`src/rtl/cpu_common.sv`:
```
// cpu_common: shared CPU command types
// Defines the fetch command encoding used between control and the fetch unit.
package cpu_common;

    typedef enum logic [1:0] {
        FETCH_NOP     = 2'd0,
        FETCH_INC_PC  = 2'd1,
        FETCH_LOAD_PC = 2'd2
    } fetch_operation_t;

endpackage

```
`src/rtl/fetch_unit.sv`:
```
// fetch_unit: program counter plus 1-3 byte instruction fetch from a 1-cycle-latency memory
// Ports:
//   i_clk, i_rst_n_async        clock (rising edge), asynchronous active-low reset
//   i_fetch_operation, i_new_pc command from control, jump target for FETCH_LOAD_PC
//   o_mem_addr, i_mem_rd_data   synchronous program memory read port (data one cycle later)
//   o_pc, o_inst, o_inst_len    address, assembled bytes and length of the current instruction
//   o_fetch_complete            one-cycle pulse when the instruction is assembled
//   o_fetch_idle                high while waiting for the next operation
module fetch_unit
    import cpu_common::*;
#(
    parameter int                    ADDR_WIDTH = 16,
    parameter logic [ADDR_WIDTH-1:0] RESET_PC   = '0
) (
    input  logic                  i_clk,
    input  logic                  i_rst_n_async,
    input  fetch_operation_t      i_fetch_operation,
    input  logic [ADDR_WIDTH-1:0] i_new_pc,
    output logic [ADDR_WIDTH-1:0] o_mem_addr,
    input  logic [7:0]            i_mem_rd_data,
    output logic [ADDR_WIDTH-1:0] o_pc,
    output logic [23:0]           o_inst,
    output logic [1:0]            o_inst_len,
    output logic                  o_fetch_complete,
    output logic                  o_fetch_idle
);

    typedef enum logic [2:0] {ADDR0, DATA0, DATA1, DATA2, IDLE} state_t;

    state_t                r_state;
    state_t                w_next_state;
    logic [ADDR_WIDTH-1:0] r_pc;
    logic [23:0]           r_inst;
    logic [1:0]            r_inst_len;
    logic                  r_fetch_complete;
    logic [ADDR_WIDTH-1:0] w_pc1;
    logic [ADDR_WIDTH-1:0] w_pc2;
    logic [ADDR_WIDTH-1:0] w_mem_addr;
    logic [1:0]            w_len0;
    logic                  w_done;

    assign w_pc1  = r_pc + ADDR_WIDTH'(1);
    assign w_pc2  = r_pc + ADDR_WIDTH'(2);
    // Length comes from the opcode byte as it arrives, so DATA0 can finish a 1-byte fetch.
    assign w_len0 = i_mem_rd_data[7] ? 2'd3 : i_mem_rd_data[6] ? 2'd2 : 2'd1;

    always_comb begin
        w_next_state = r_state;
        w_mem_addr   = r_pc;
        w_done       = 1'b0;
        case (r_state)
            ADDR0: w_next_state = DATA0;
            DATA0: begin
                w_mem_addr   = w_pc1;
                w_done       = (w_len0 == 2'd1);
                w_next_state = w_done ? IDLE : DATA1;
            end
            DATA1: begin
                w_mem_addr   = w_pc2;
                w_done       = (r_inst_len == 2'd2);
                w_next_state = w_done ? IDLE : DATA2;
            end
            DATA2: begin
                w_mem_addr   = w_pc2;
                w_done       = 1'b1;
                w_next_state = IDLE;
            end
            IDLE:    w_next_state = (i_fetch_operation != FETCH_NOP) ? ADDR0 : IDLE;
            default: w_next_state = ADDR0;
        endcase
    end

    always_ff @(posedge i_clk or negedge i_rst_n_async) begin
        if (!i_rst_n_async) begin
            r_state          <= ADDR0;
            r_pc             <= RESET_PC;
            r_inst           <= '0;
            r_inst_len       <= 2'd1;
            r_fetch_complete <= 1'b0;
        end else begin
            r_state          <= w_next_state;
            r_fetch_complete <= w_done;
            case (r_state)
                DATA0: begin
                    r_inst     <= {16'h0000, i_mem_rd_data};
                    r_inst_len <= w_len0;
                end
                DATA1: r_inst[15:8]  <= i_mem_rd_data;
                DATA2: r_inst[23:16] <= i_mem_rd_data;
                IDLE: begin
                    if (i_fetch_operation == FETCH_INC_PC)
                        r_pc <= r_pc + ADDR_WIDTH'(r_inst_len);
                    else if (i_fetch_operation == FETCH_LOAD_PC)
                        r_pc <= i_new_pc;
                end
                default: ;
            endcase
        end
    end

    assign o_mem_addr       = w_mem_addr;
    assign o_pc             = r_pc;
    assign o_inst           = r_inst;
    assign o_inst_len       = r_inst_len;
    assign o_fetch_complete = r_fetch_complete;
    assign o_fetch_idle     = (r_state == IDLE);

endmodule

```
`config.mk`:
```
export PLATFORM = sky130hd
export DESIGN_NAME = fetch_unit
export DESIGN_NICKNAME = d
export VERILOG_FILES = /design/src/rtl/cpu_common.sv /design/src/rtl/fetch_unit.sv
export SDC_FILE = /design/constraint.sdc
export NUM_CORES = 1
export LEC_CHECK = 0
export ABC_AREA = 1
export CAP_MARGIN = 20
export CORE_ASPECT_RATIO = 0.5
export CORE_MARGIN = 5
export CORE_UTILIZATION = 52
export DETAILED_ROUTE_END_ITERATION = 7
export GPL_TIMING_DRIVEN = 0
export PLACE_DENSITY_LB_ADDON = 0.12
export REMOVE_ABC_BUFFERS = 1
export SLEW_MARGIN = 30
export SYNTH_ARGS = -nofsm -noshare
export SYNTH_HDL_FRONTEND = slang
export SYNTH_SLANG_ARGS = --single-unit
```
`constraint.sdc`:
```
create_clock -name i_clk -period 2.9 [get_ports i_clk]
set_input_delay 0.58 -clock i_clk [delete_from_list [all_inputs] [get_ports i_clk]]
set_output_delay 0.58 -clock i_clk [all_outputs]
set_load 0.01 [all_outputs]
```
# Yosys cells after proc, flatten, opt, wreduce, memory -nomap -nowiden
# Cells that the tools add are included.
dict set report word_totals {
  ff_bits 46
  latch_bits 0
  ramBits 0
  mem_bits_ro 0
  in_bits 28
  output_inout_bits 60
  word_cells 37
  n_memories 0
}
dict set report classes {
  n_addsub 3
  mul 0
  div_mod_pow 0
  order_cmp 0
  eq_ne 8
  n_shift 0
  muxes 12
  bitwise 0
  reduce_logical 7
}
# operator n
set ops {}
lappend ops {{2-to-1 mux 16 bit} 2}
lappend ops {{case mux 16 bit (2 select lines)} 1}
lappend ops {{case mux 8 bit (2 select lines)} 2}
lappend ops {{adder 16 x 1 -> 16 bit (second input constant)} 1}
lappend ops {{adder 16 x 2 -> 16 bit} 1}
lappend ops {{adder 16 x 2 -> 16 bit (second input constant)} 1}
lappend ops {{case mux 3 bit (5 select lines)} 1}
lappend ops {{2-to-1 mux 3 bit} 3}
lappend ops {{nonzero test 2 bit} 4}
lappend ops {{equality test 3 x 2 -> 1 bit (second input constant)} 2}
lappend ops {{equality test 2 x 1 -> 1 bit (second input constant)} 2}
lappend ops {{equality test 2 bit (second input constant)} 2}
lappend ops {{2-to-1 mux 2 bit} 2}
lappend ops {{equality test 3 x 1 -> 1 bit (second input constant)} 1}
lappend ops {{equality test 3 bit (second input constant)} 1}
lappend ops {{zero test 3 bit} 1}
lappend ops {{case mux 1 bit (3 select lines)} 1}
lappend ops {{AND reduction 2 bit} 1}
lappend ops {{OR reduction 2 bit} 1}

# Depth between registers and ports, before layout
# Gate-level depths: netlist of the first run.
dict set report logic_depth {
  ltp_word 5
  depth_mapped 11
  depth_no_buf 11
}

# Worst setup path after synthesis of the first run
# No wires, ideal clock.
dict set report synth_timing {
  path_type {flip-flop to output port}
  startpoint {register r_pc[2] (netlist: o_pc[2])}
  endpoint {output port o_mem_addr[13]}
  arrival_time_ns 1.405
  required_ns 2.320
  slack_ns 0.915
  stages_incl_launch_ff 9
  path_buffers 0
  cell_sequence {dfrtp_1 ha_1 nand2_1 nor2_2 nand2_1 a21oi_1 nand2_1 nand2_1 o21ai_1}
}
dict set report synth_via {
  elab_chain_cells 2
  word_cells_on_any_way 3
  classes_between {add/sub (2); mux (1)}
}
# item line
set synth_rtl {}
lappend synth_rtl {{start, declared} fetch_unit.sv:32} ;# logic [ADDR_WIDTH-1:0] r_pc;
lappend synth_rtl {{start signal, assigned} fetch_unit.sv:92} ;# r_pc <= r_pc + ADDR_WIDTH'(r_inst_len);
lappend synth_rtl {{start signal, assigned} fetch_unit.sv:94} ;# r_pc <= i_new_pc;
lappend synth_rtl {{adder 16 x 2 -> 16 bit / adder 16 x 1 -> 16 bit (equally long branches)} {fetch_unit.sv:43, fetch_unit.sv:42}}
lappend synth_rtl {{case mux 16 bit (2 select lines) *} fetch_unit.sv:51} ;# case (r_state)
lappend synth_rtl {{end, declared} fetch_unit.sv:19} ;# output logic [ADDR_WIDTH-1:0] o_mem_addr,
# Mark *: on every way between the ends. The rest lies on a longest branch, timed or not.

# Worst setup path after layout of the first run
dict set report layout_timing {
  startpoint {register r_pc[2] (netlist: o_pc[2])}
  endpoint {output port o_mem_addr[6]}
}
# Same word-level chain as after synthesis.

==> results of run 1 <==
[layer usage]
| metal | global-route usage, % | vias to the layer above | part of all wire [%] |
|---|---|---|---|
| li1 | - | 1574 | - |
| met5 | 0 | - | 0 |
| met2 | 37.39 | 111 | 47 |
| met4 | 1.431 | 0 | 0.16 |
| met1 | 29.23 | 1473 | 44 |
| met3 | 7.841 | 5 | 8.8 |
[synthesized netlist by cell type, drive strengths merged]
cell type	number	area [µm²]
clkbuf	3	12.51
fa	1	20.02
o21bai	1	7.510
xor2	2	17.52
o21ai	56	280.3
o22ai	4	31.28
buf	11	71.32
a22oi	2	15.01
dfrtp	45	1126
nand3	42	215.2
dfstp	1	26.28
a21oi	18	97.60
o31ai	1	12.51
ha	6	75.07
o211ai	8	60.06
nand2	109	434.2
a2bb2oi	1	8.760
nand4	7	43.79
or2	3	18.77
nor3	2	26.28
clkinv	2	7.510
inv	55	206.5
nor2	46	236.5
[what timing repair did]
action / CTS / global route
endpoints found under the setup margin: 16 / 16
buffers inserted: 1 / 8
endpoints found under the hold margin: 0 / 0
resized for setup: 4 / 7
cloned: 1 / 0
pin swaps: 2 / 2
[layout make-up]
cell class / instances / area, µm²
Clock inverter: 2 / 13.76
Tap cell: 73 / 91.34
Inverter: 57 / 217.7
Multi-Input combinational cell: 310 / 1639
Sequential cell: 46 / 1157
Clock buffer: 6 / 128.9
Timing Repair Buffer: 96 / 938.4
Fill cell: 454 / 1400
[power breakdown]
group          leakage [nW]  internal [mW]  total, mW  switching [mW]
Sequential            0.565          0.940       1.28           0.341
Combinational          1.27           1.35       2.93            1.58
Clock                0.0708          0.320      0.563           0.243
[metrics by stage]
| stage | setup slack [ns] | hold slack (ns) | setup TNS [ns] | instances | area, µm² |
|---|---|---|---|---|---|
| after floorplan | 0.6197 | 0.2844 | 0 | 412 | 2967 |
| after global placement | -0.5360 | 0.4665 | -8.916 | 572 | 3929 |
| after detailed placement | -0.1562 | 0.4697 | -0.7691 | 572 | 3934 |
| after CTS | 0.03241 | 0.3109 | 0 | 582 | 4109 |
| after global routing | -0.01239 | 0.3392 | -0.02361 | 590 | 4187 |
| final | 0.1092 | 0.2774 | 0 | 590 | 4187 |
[kinds of logic after synthesis]
| group | share of synthesized area (%) |
|---|---|
| and+or+nand+nor | 31.95 |
| AOI/OAI and AO/OA | 16.82 |
| buffers and inverters | 9.762 |
| DFF | 37.78 |
| adders and majority gates | 3.117 |
| xor gates and xnor gates | 0.5743 |
[registers in the layout, indices dropped and copies added, names as in the netlist]
| register | flops |
|---|---|
| o_inst | 24 |
| o_pc | 16 |
| r_state | 3 |
| o_inst_len | 2 |
| o_fetch_complete | 1 |
[worst paths after layout]
path,endpoint,slack (ns)
worst max register to register,o_pc[14],0.84
worst max-delay path,o_mem_addr[6],0.11
worst min register to register,o_inst[7],0.48
max in group asynchronous,r_state[0],2.18
worst min-delay path,o_pc[8],0.28
min in group i_clk,o_inst[7],0.48
[critical path, cell delays in order, from the launching register on]
cell             delay (ns)
dfrtp_2                0.39
buf_4                  0.16
nand2_2                0.12
nor2_4                 0.20
nand2_2                0.12
a21oi_1                0.13
o21ai_0                0.10
o211ai_1               0.12
clkdlybuf4s50_1        0.58
==> results.md, run 1 <==
* Vias in the first global route at 2838
* Crit path capture type: output port
* Port Buffer Count at 87
* Maximum fanout along the worst path at 7
* GRT Residual Overflow at 0
* WL final at around 8500 µm
* Final Max Tran Viols at 0
* Die area at roughly 0.0076 mm²
* Vias/cell at 5.361
* TritonCTS clock tree: built
* Tot Pwr at 4.772 mW
* Fraction of layout cells with a size suffix above 1 at about an eighth
* Fmax at 358.3 MHz
* Fin util at 74.94%
* First-pass GRT wire length at 14080 µm
* # clock sinks at 46
* Row count at 19
* Worst-Skew Late Latency at 0.29 ns
* Final Wtd Congestion at 0.8834
* R2R Path Start: o_inst_len[0]
* CTS Hold Bufs at 0
* # setup viols final at 0
* Commonest cells after routing, fill and taps aside: nand2_1 (98), clkdlybuf4s50_1 (85), inv_1 (48)
* Outcome: complete, no violations
* Tcrit/Tclk final at 96.23%
* Tightest Hold Check Type: in2async
* Cell variety after synth at 36
* Post-route ant nets at 0
* Yosys reg bits at 46
* Clock buffer count from CTS at 5
* Worst setup startpoint: o_pc[2]
* Initial antenna violation count at 0
* Clock root cell: clkbuf_16
* WP data required at 2.32 ns
* Critical path class: reg2out
* PD cells at 1140 mW/mm²
* Drt first pass iters at 5
* Initial core utilization at 54.60%
* VDD IR max at 0.6002 mV
* Die span in y at 64.16 µm
* Relative slew slack at 59.86%
* Synthesis-to-finish area growth at 37.24%
* Clk buf depth at 2
* Final min period at ~2.8 ns
* Largest net degree at the start of global routing at 47
* Core Region at 0.005587 mm²
* Die X at 118.3 µm
* DR DRC count at 0
* Reg2Reg Depth at 9
* Post-DP HPWL at between 5000 and 6000 µm
* CP arrival at 2.21 ns
* Synth warn at 0
* Critical path launch point type: flip-flop
* Htree depth at 2
* Total track usage at 22.24%
* MaxCap Viol Count at 0
* Post-synthesis instance area at approximately 0.003 mm²
* Via count at roughly 3.2k
* Clk slew on worst S/H paths at 0.07 ns
* Post-synthesis cell count at 426
* Iteration-0 DRC count of the detailed router at between 200 and 250
* Leakage at 1.902 nW
* Clock skew at 0.006953 ns
* Syn avg cell area at approximately 7 µm²
* # IOs at 88
* Diode count at 0
* Post-synthesis sequential area ratio at 37.78%
* Drt wl/cell at 14.49 µm
* Fin nets at approximately 550
* Worst-Margin Slew at 0.6021 ns
* Final hold violation count at 0
* Most common cell after layout, fill and taps aside: nand2_1
Note: power is estimated with default switching activity, not from simulation.
==> inputs of run 2 (changes only) <==
- CTS_CLUSTER_DIAMETER: default -> 120
- SLEW_MARGIN: 30 -> 10
==> run 2 against run 1 <==
  * Final cell count shrank 0.17%
  * Global-route usage grew 0.89 points
  * Via count grew 1.4%
  * Clock-buffer cell count is the same
  * First-iteration DRC count shrank 3.9%
  * Maximum frequency shrank 0.11%
  * Flip-flop and latch count is the same
  * Sequential power is essentially flat
  * Total power grew 2.1%
  * Die area is the same
  * Clock power grew 17%
  * Non-clock buffer count shrank 1
  * Critical path type unchanged
  * Largest power group unchanged
==> results.md, run 2 (same netlist as run 1, synthesis figures left out) <==
* Port Buffer Count at 87 (unchanged)
* Vias in the first global route at 2915 (+2.7%)
* Clock buffer count from CTS at 5 (unchanged)
* Diode count at 0 (unchanged)
* DR DRC count at 0 (unchanged)
* Outcome: complete, no violations
* Final std cells w/o fill at 589 (-0.17%)
* Worst-Skew Late Latency at 0.29 ns (about the same)
* Worst-Margin Slew at 0.6183 ns (+0.01617 ns)
* Clk pwr share at 13.5% (+1.7 points)
* P_sw at 2.186 mW (+0.87%)
* WP data required at 2.32 ns (about the same)
* Crit path capture type: output port
* Most common cell after layout, fill and taps aside: nand2_1
* First-pass GRT wire length at 14460 µm (+2.7%)
* Initial antenna violation count at 0 (unchanged)
* Clock skew at 0.007168 ns (+0.0002145 ns)
* Switching share of power at 44.89% (-0.53 points)
* Final min period at 2.794 ns (+0.003217 ns)
* Vias/cell at 5.443 (+1.5%)
* Worst path slowest cell: clkdlybuf4s50_1
* M3 GR Usage at 6.960% (-0.88 points)
* Tightest Hold Check Type: in2async
* Post-DP HPWL at 6040 µm (+1.4%)
* GRT Residual Overflow at 0 (unchanged)
* Routing usage on met2 at 37.82% (+0.42 points)
* Total track usage at 23.13% (+0.89 points)
* Fraction of layout cells with a size suffix above 1 at 12.40% (+0.024 points)
* Busiest grt layer: met2
* VDD IR max at 0.6299 mV (+5.0%)
* Htree depth at 2 (unchanged)
* Initial core utilization at 54.60% (unchanged)
* Logic pwr share at 60.0% (-1.4 points)
* PD cells at 1155 mW/mm² (+1.3%)
* P_int at 2.684 mW (+3.0%)
* Final Wtd Congestion at 0.8834 (unchanged)
* Row count at 19 (unchanged)
* # setup viols final at 0 (unchanged)
* Clk slew on worst S/H paths at 0.07 ns (about the same)
* Critical path class: reg2out
* Tot Pwr at 4.870 mW (+2.1%)
* Largest net degree at the start of global routing at 32 (-32%)
* Clock root cell: clkbuf_16
* CTS Hold Bufs at 0 (unchanged)
* Drt wl/cell at 14.86 µm (+2.6%)
* Fin nets at 550 (-0.18%)
* Final hold violation count at 0 (unchanged)
* CP cell instances: ha_1, inv_1, nor2_4, nand2_2, o22ai_2, nand3_1, nand2_1, clkdlybuf4s50_1
* TritonCTS clock tree: built
* Core Region at 0.005587 mm² (unchanged)
* # IOs at 88 (unchanged)
* Maximum fanout along the worst path at 9 (+2)
* Setup TNS at 0 ns (unchanged)
* Drt first pass iters at 5 (unchanged)
* Die area at 0.007591 mm² (unchanged)
* Commonest cells after routing, fill and taps aside: nand2_1 (98), clkdlybuf4s50_1 (85), inv_1 (48)
* Fmax at 357.9 MHz (-0.11%)
* Die X at 118.3 µm (unchanged)
* # clock sinks at 46 (unchanged)
* WL final at 8754 µm (+2.4%)
* Tcrit/Tclk final at 96.34% (+0.11 points)
* Clk buf depth at 2 (unchanged)
* Critical path launch point type: flip-flop
* CP arrival at 2.21 ns (about the same)
* Synthesis-to-finish area growth at 38.23%
* CP peak stage delay at 0.54 ns (-0.04 ns)
* Seq pwr share at 26.5% (-0.3 points)
* Final Max Tran Viols at 0 (unchanged)
* Post-route ant nets at 0 (unchanged)
* MaxCap Viol Count at 0 (unchanged)
* Iteration-0 DRC count of the detailed router at 224 (-3.9%)
* Relative slew slack at 58.78% (-1.1 points)
* Via count at 3206 (+1.4%)
* Leakage at 1.905 nW (+0.17%)
* Placed Cells incl. Taps at 573 (+0.17%)
* Die span in y at 64.16 µm (unchanged)
* GR Util met1 at 30.60% (+1.4 points)
* Max reg flops at 24 (unchanged)
## run 2: repair_timing
| action | CTS | global route |
|---|---|---|
| endpoints found under the setup margin | 19 | 13 |
| gates resized for setup | 8 | 7 |
| setup buffers | 1 | 6 |
| pin swaps | 2 | 2 |
| gates cloned | 1 | 0 |
## run 2: path summary, 6_finish.rpt
kind	from	endpoint	slack, ns	depth (start not counted)
max	o_pc[0]	o_mem_addr[14]	0.11	8
min	i_rst_n_async	o_pc[14]	0.22	1
max reg2reg	o_inst_len[0]	o_pc[14]	0.82	9
min reg2reg	o_inst[6]	o_inst[6]	0.48	2
max in group asynchronous	i_rst_n_async	o_inst_len[0]	2.09	2
min in group i_clk	o_inst[6]	o_inst[6]	0.48	2
## run 2: through the flow
| step | utilization (%) | cell area, µm² | worst slack [ns] | hold WS (ns) |
|---|---|---|---|---|
| 2_1_floorplan | - | 2967 | 0.6197 | 0.2844 |
| 3_3_place_gp | 70.32 | 3929 | -0.5360 | 0.4665 |
| 3_5_place_dp | 70.59 | 3944 | -0.5752 | 0.4697 |
| 4_1_cts | 74.38 | 4155 | 0.03155 | 0.2376 |
| 5_1_grt | 75.48 | 4217 | -0.02928 | 0.2571 |
| 6_report | 75.48 | 4217 | 0.1060 | 0.2245 |
## run 2: power by group through the flow
stage / sequential (mW) / combinational, mW / clock, mW
after global routing: 1.34 / 3.19 / 0.697
after CTS: 1.29 / 2.83 / 0.667
final: 1.29 / 2.92 / 0.659
after floorplan: 1.34 / 1.37 / 0
after detailed placement: 1.28 / 2.76 / 0
after global placement: 1.28 / 2.72 / 0
## run 2: area by class of cell
type,count,area (µm²)
clock buffers,6,128.9
multi-input cells,310,1642
inverters,57,217.7
well taps,73,91.34
fillers,429,1370
repair buffers,95,940.9
flip-flops and latches,46,1159
clock inverters,2,37.54
## run 2: critical path, delay by kind of cell (launching register included)
family                   cells  cell delay (ns)
adder cells (fa/ha/maj)      1             0.20
buffers and inverters        2             0.62
flip-flops                   1             0.45
AND/OR/NAND/NOR              4             0.47
AO/OA/AOI/OAI                1             0.18
## run 2: routing by layer
metal,wire length (µm),vias to the layer above
li1,-,1574
met1,3833,1502
met2,4069,118
met3,769,12
met4,81,0
met5,0,-
==> inputs of run 3 (changes only) <==
- CORE_UTILIZATION: 52 -> 48
- clock period: 2.9 -> 2.8 ns (I/O delays scaled with it)
==> run 3 against run 2 <==
  * Non-clock buffer count grew 11
  * Total power grew 6.1%
  * First-iteration DRC count shrank 17%
  * Clock-buffer cell count shrank 1
  * Sequential power is essentially flat
  * Wire length grew 4.0%
  * Sequential share of layout area shrank 0.81 points
  * Worst setup slack lost 0.044 ns
  * Clock skew grew 0.0027 ns
  * Die area grew 7.3%
  * Core utilization shrank 4.0 points
  * Combinational power grew 7.9%
  * Critical path type unchanged
  * Highest routed layer unchanged
==> results.md, run 3 (same netlist as run 1, synthesis figures left out) <==
* Commonest cells after routing, fill and taps aside: nand2_1 (98), clkdlybuf4s50_1 (77), inv_1 (48)
* MaxCap Viol Count at 0 (unchanged)
* Htree depth at 2 (unchanged)
* WP data required at 2.24 ns (-0.08 ns)
* R2R Path Start: o_inst_len[0]
* # setup viols final at 0 (unchanged)
* Via count at 3278 (+2.2%)
* Pre-CTS WS at -0.6261 ns (-0.05088 ns)
* PD cells at 1185 mW/mm² (+2.6%)
* Leakage at 2.043 nW (+7.3%)
* Fmax at 365.3 MHz
* DP Area at 0.003963 mm² (+0.48%)
* Outcome: complete, no violations
* Vias/cell at 5.330 (-2.1%)
* # IOs at 88 (unchanged)
* Initial core utilization at 49.96% (-4.6 points)
* Top Metal Used: met4
* CP arrival at 2.18 ns (-0.03 ns)
* Critical path class: reg2out
* Tot Pwr at 5.169 mW (+6.1%)
* Row count at 20 (+1)
* Drt wl/cell at 14.80 µm (-0.44%)
* R2R Setup Slk at 0.72 ns (-0.10 ns)
* Worst-Margin Slew at 0.6435 ns (+0.02527 ns)
* Largest net degree at the start of global routing at 31 (-3.1%)
* Fraction of layout cells with a size suffix above 1 at 15.56% (+3.2 points)
* Worst setup slack after layout at 0.06237 ns (-0.04366 ns)
* Drt first pass iters at 5 (unchanged)
* WL final at 9100 µm (+4.0%)
* Most common cell after layout, fill and taps aside: nand2_1
* Relative slew slack at 57.10% (-1.7 points)
* Iteration-0 DRC count of the detailed router at 185 (-17%)
* # clock sinks at 46 (unchanged)
* Met1 Wirelength at 3868 µm (+0.91%)
* GRT Residual Overflow at 0 (unchanged)
* Core Region at 0.006106 mm² (+9.3%)
* Worst setup startpoint: o_pc[2]
* Met2 wire len at 4240 µm (+4.2%)
* Critical path launch point type: flip-flop
* Crit path capture type: output port
* VDD IR max at 0.6110 mV (-3.0%)
* Clock skew at 0.009915 ns (+0.002747 ns)
* Final Wtd Congestion at 0.8834 (unchanged)
* Post-DP HPWL at 6173 µm (+2.2%)
* Clk buf depth at 2 (unchanged)
* Metal3 WL at 859 µm (+12%)
* Finished Cell Area at 0.004363 mm² (+3.5%)
* Clock root cell: clkbuf_16
* Synthesis-to-finish area growth at 43.03%
* Final hold violation count at 0 (unchanged)
* Total track usage at 23.27% (+0.14 points)
* CTS Hold Bufs at 0 (unchanged)
* Die X at 122.7 µm (+3.7%)
* TritonCTS clock tree: built
* Final min period at 2.738 ns
* Tightest Hold Check Type: in2async
* Setup crit end: o_mem_addr[7]
* Final Max Tran Viols at 0 (unchanged)
* Setup TNS at 0 ns (unchanged)
* Reg2reg end: o_pc[14]
* Die span in y at 66.37 µm (+3.4%)
* Worst-Skew Late Latency at 0.30 ns (about the same)
* Port Buffer Count at 87 (unchanged)
* Fin nets at 561 (+2.0%)
* DR DRC count at 0 (unchanged)
* Layout fillers at 529 (+23%)
* Clk slew on worst S/H paths at 0.07 ns (about the same)
* Diode count at 0 (unchanged)
* Tcrit/Tclk final at 97.77%
* Die area at 0.008146 mm² (+7.3%)
* Initial antenna violation count at 0 (unchanged)
* Maximum fanout along the worst path at 6 (-3)
* First-pass GRT wire length at 14790 µm (+2.3%)
* Reg2Reg Depth at 9 (unchanged)
* Vias in the first global route at 3106 (+6.6%)
* Clock buffer count from CTS at 5 (unchanged)
* Max reg flops at 24 (unchanged)
* Post-route ant nets at 0 (unchanged)
run 3: per-stage QoR:
step | std cells | utilization (%) | hold slack (ns)
after CTS | 603 | 69.04 | 0.1912
final | 615 | 71.45 | 0.1863
after detailed placement | 588 | 64.90 | 0.4699
after global routing | 615 | 71.45 | 0.2175
after floorplan | 412 | - | 0.2644
after global placement | 587 | 64.65 | 0.4674
run 3: where the power goes:
group          internal, mW  total, mW  switching, mW
logic                  1.45       3.15           1.69
clock network         0.423      0.706          0.282
registers             0.980       1.32          0.337
run 3: area by class of cell:
class	count	area, µm²	share of cell area (%)
clock buffer	5	125.1	2.868
multi-input combinational	310	1647	37.74
sequential	46	1164	26.67
tap	88	110.1	2.524
inverter	57	221.5	5.076
clock inverter	3	43.79	1.004
timing repair buffer	106	1052	24.12
run 3: how the worst min path moves through the flow:
stage,slack (ns),endpoint,start,cells after the start
after global placement,0.47,o_inst[7],o_inst[7],2
after floorplan,0.26,o_fetch_complete,i_rst_n_async,0
after global routing,0.22,o_inst[5],i_rst_n_async,1
after detailed placement,0.47,o_inst[6],o_inst[6],2
after CTS,0.19,o_inst[18],i_rst_n_async,1
final,0.19,o_inst[18],i_rst_n_async,1
run 3: what timing repair did:
action | CTS | global route
cloned | 1 | 0
endpoints found under the setup margin | 19 | 16
pin swaps | 2 | 3
resized for setup | 11 | 18
endpoints found under the hold margin | 0 | 0
setup buffers | 6 | 12
run 3: worst max-delay path, cell delays in order (launching register included):
cell and delay, ns:
dfrtp_2 0.39, ha_2 0.19, nand2_2 0.10, nor3_4 0.36, nand2_1 0.11, xor2_1 0.15, inv_1 0.05, clkdlybuf4s50_1 0.52
run 3: metal layers:
metal  track usage, %  vias up
li1                 -     1594
met1            29.12     1547
met3            7.094       17
met5                0        -
met4            6.555        0
met2            39.02      120
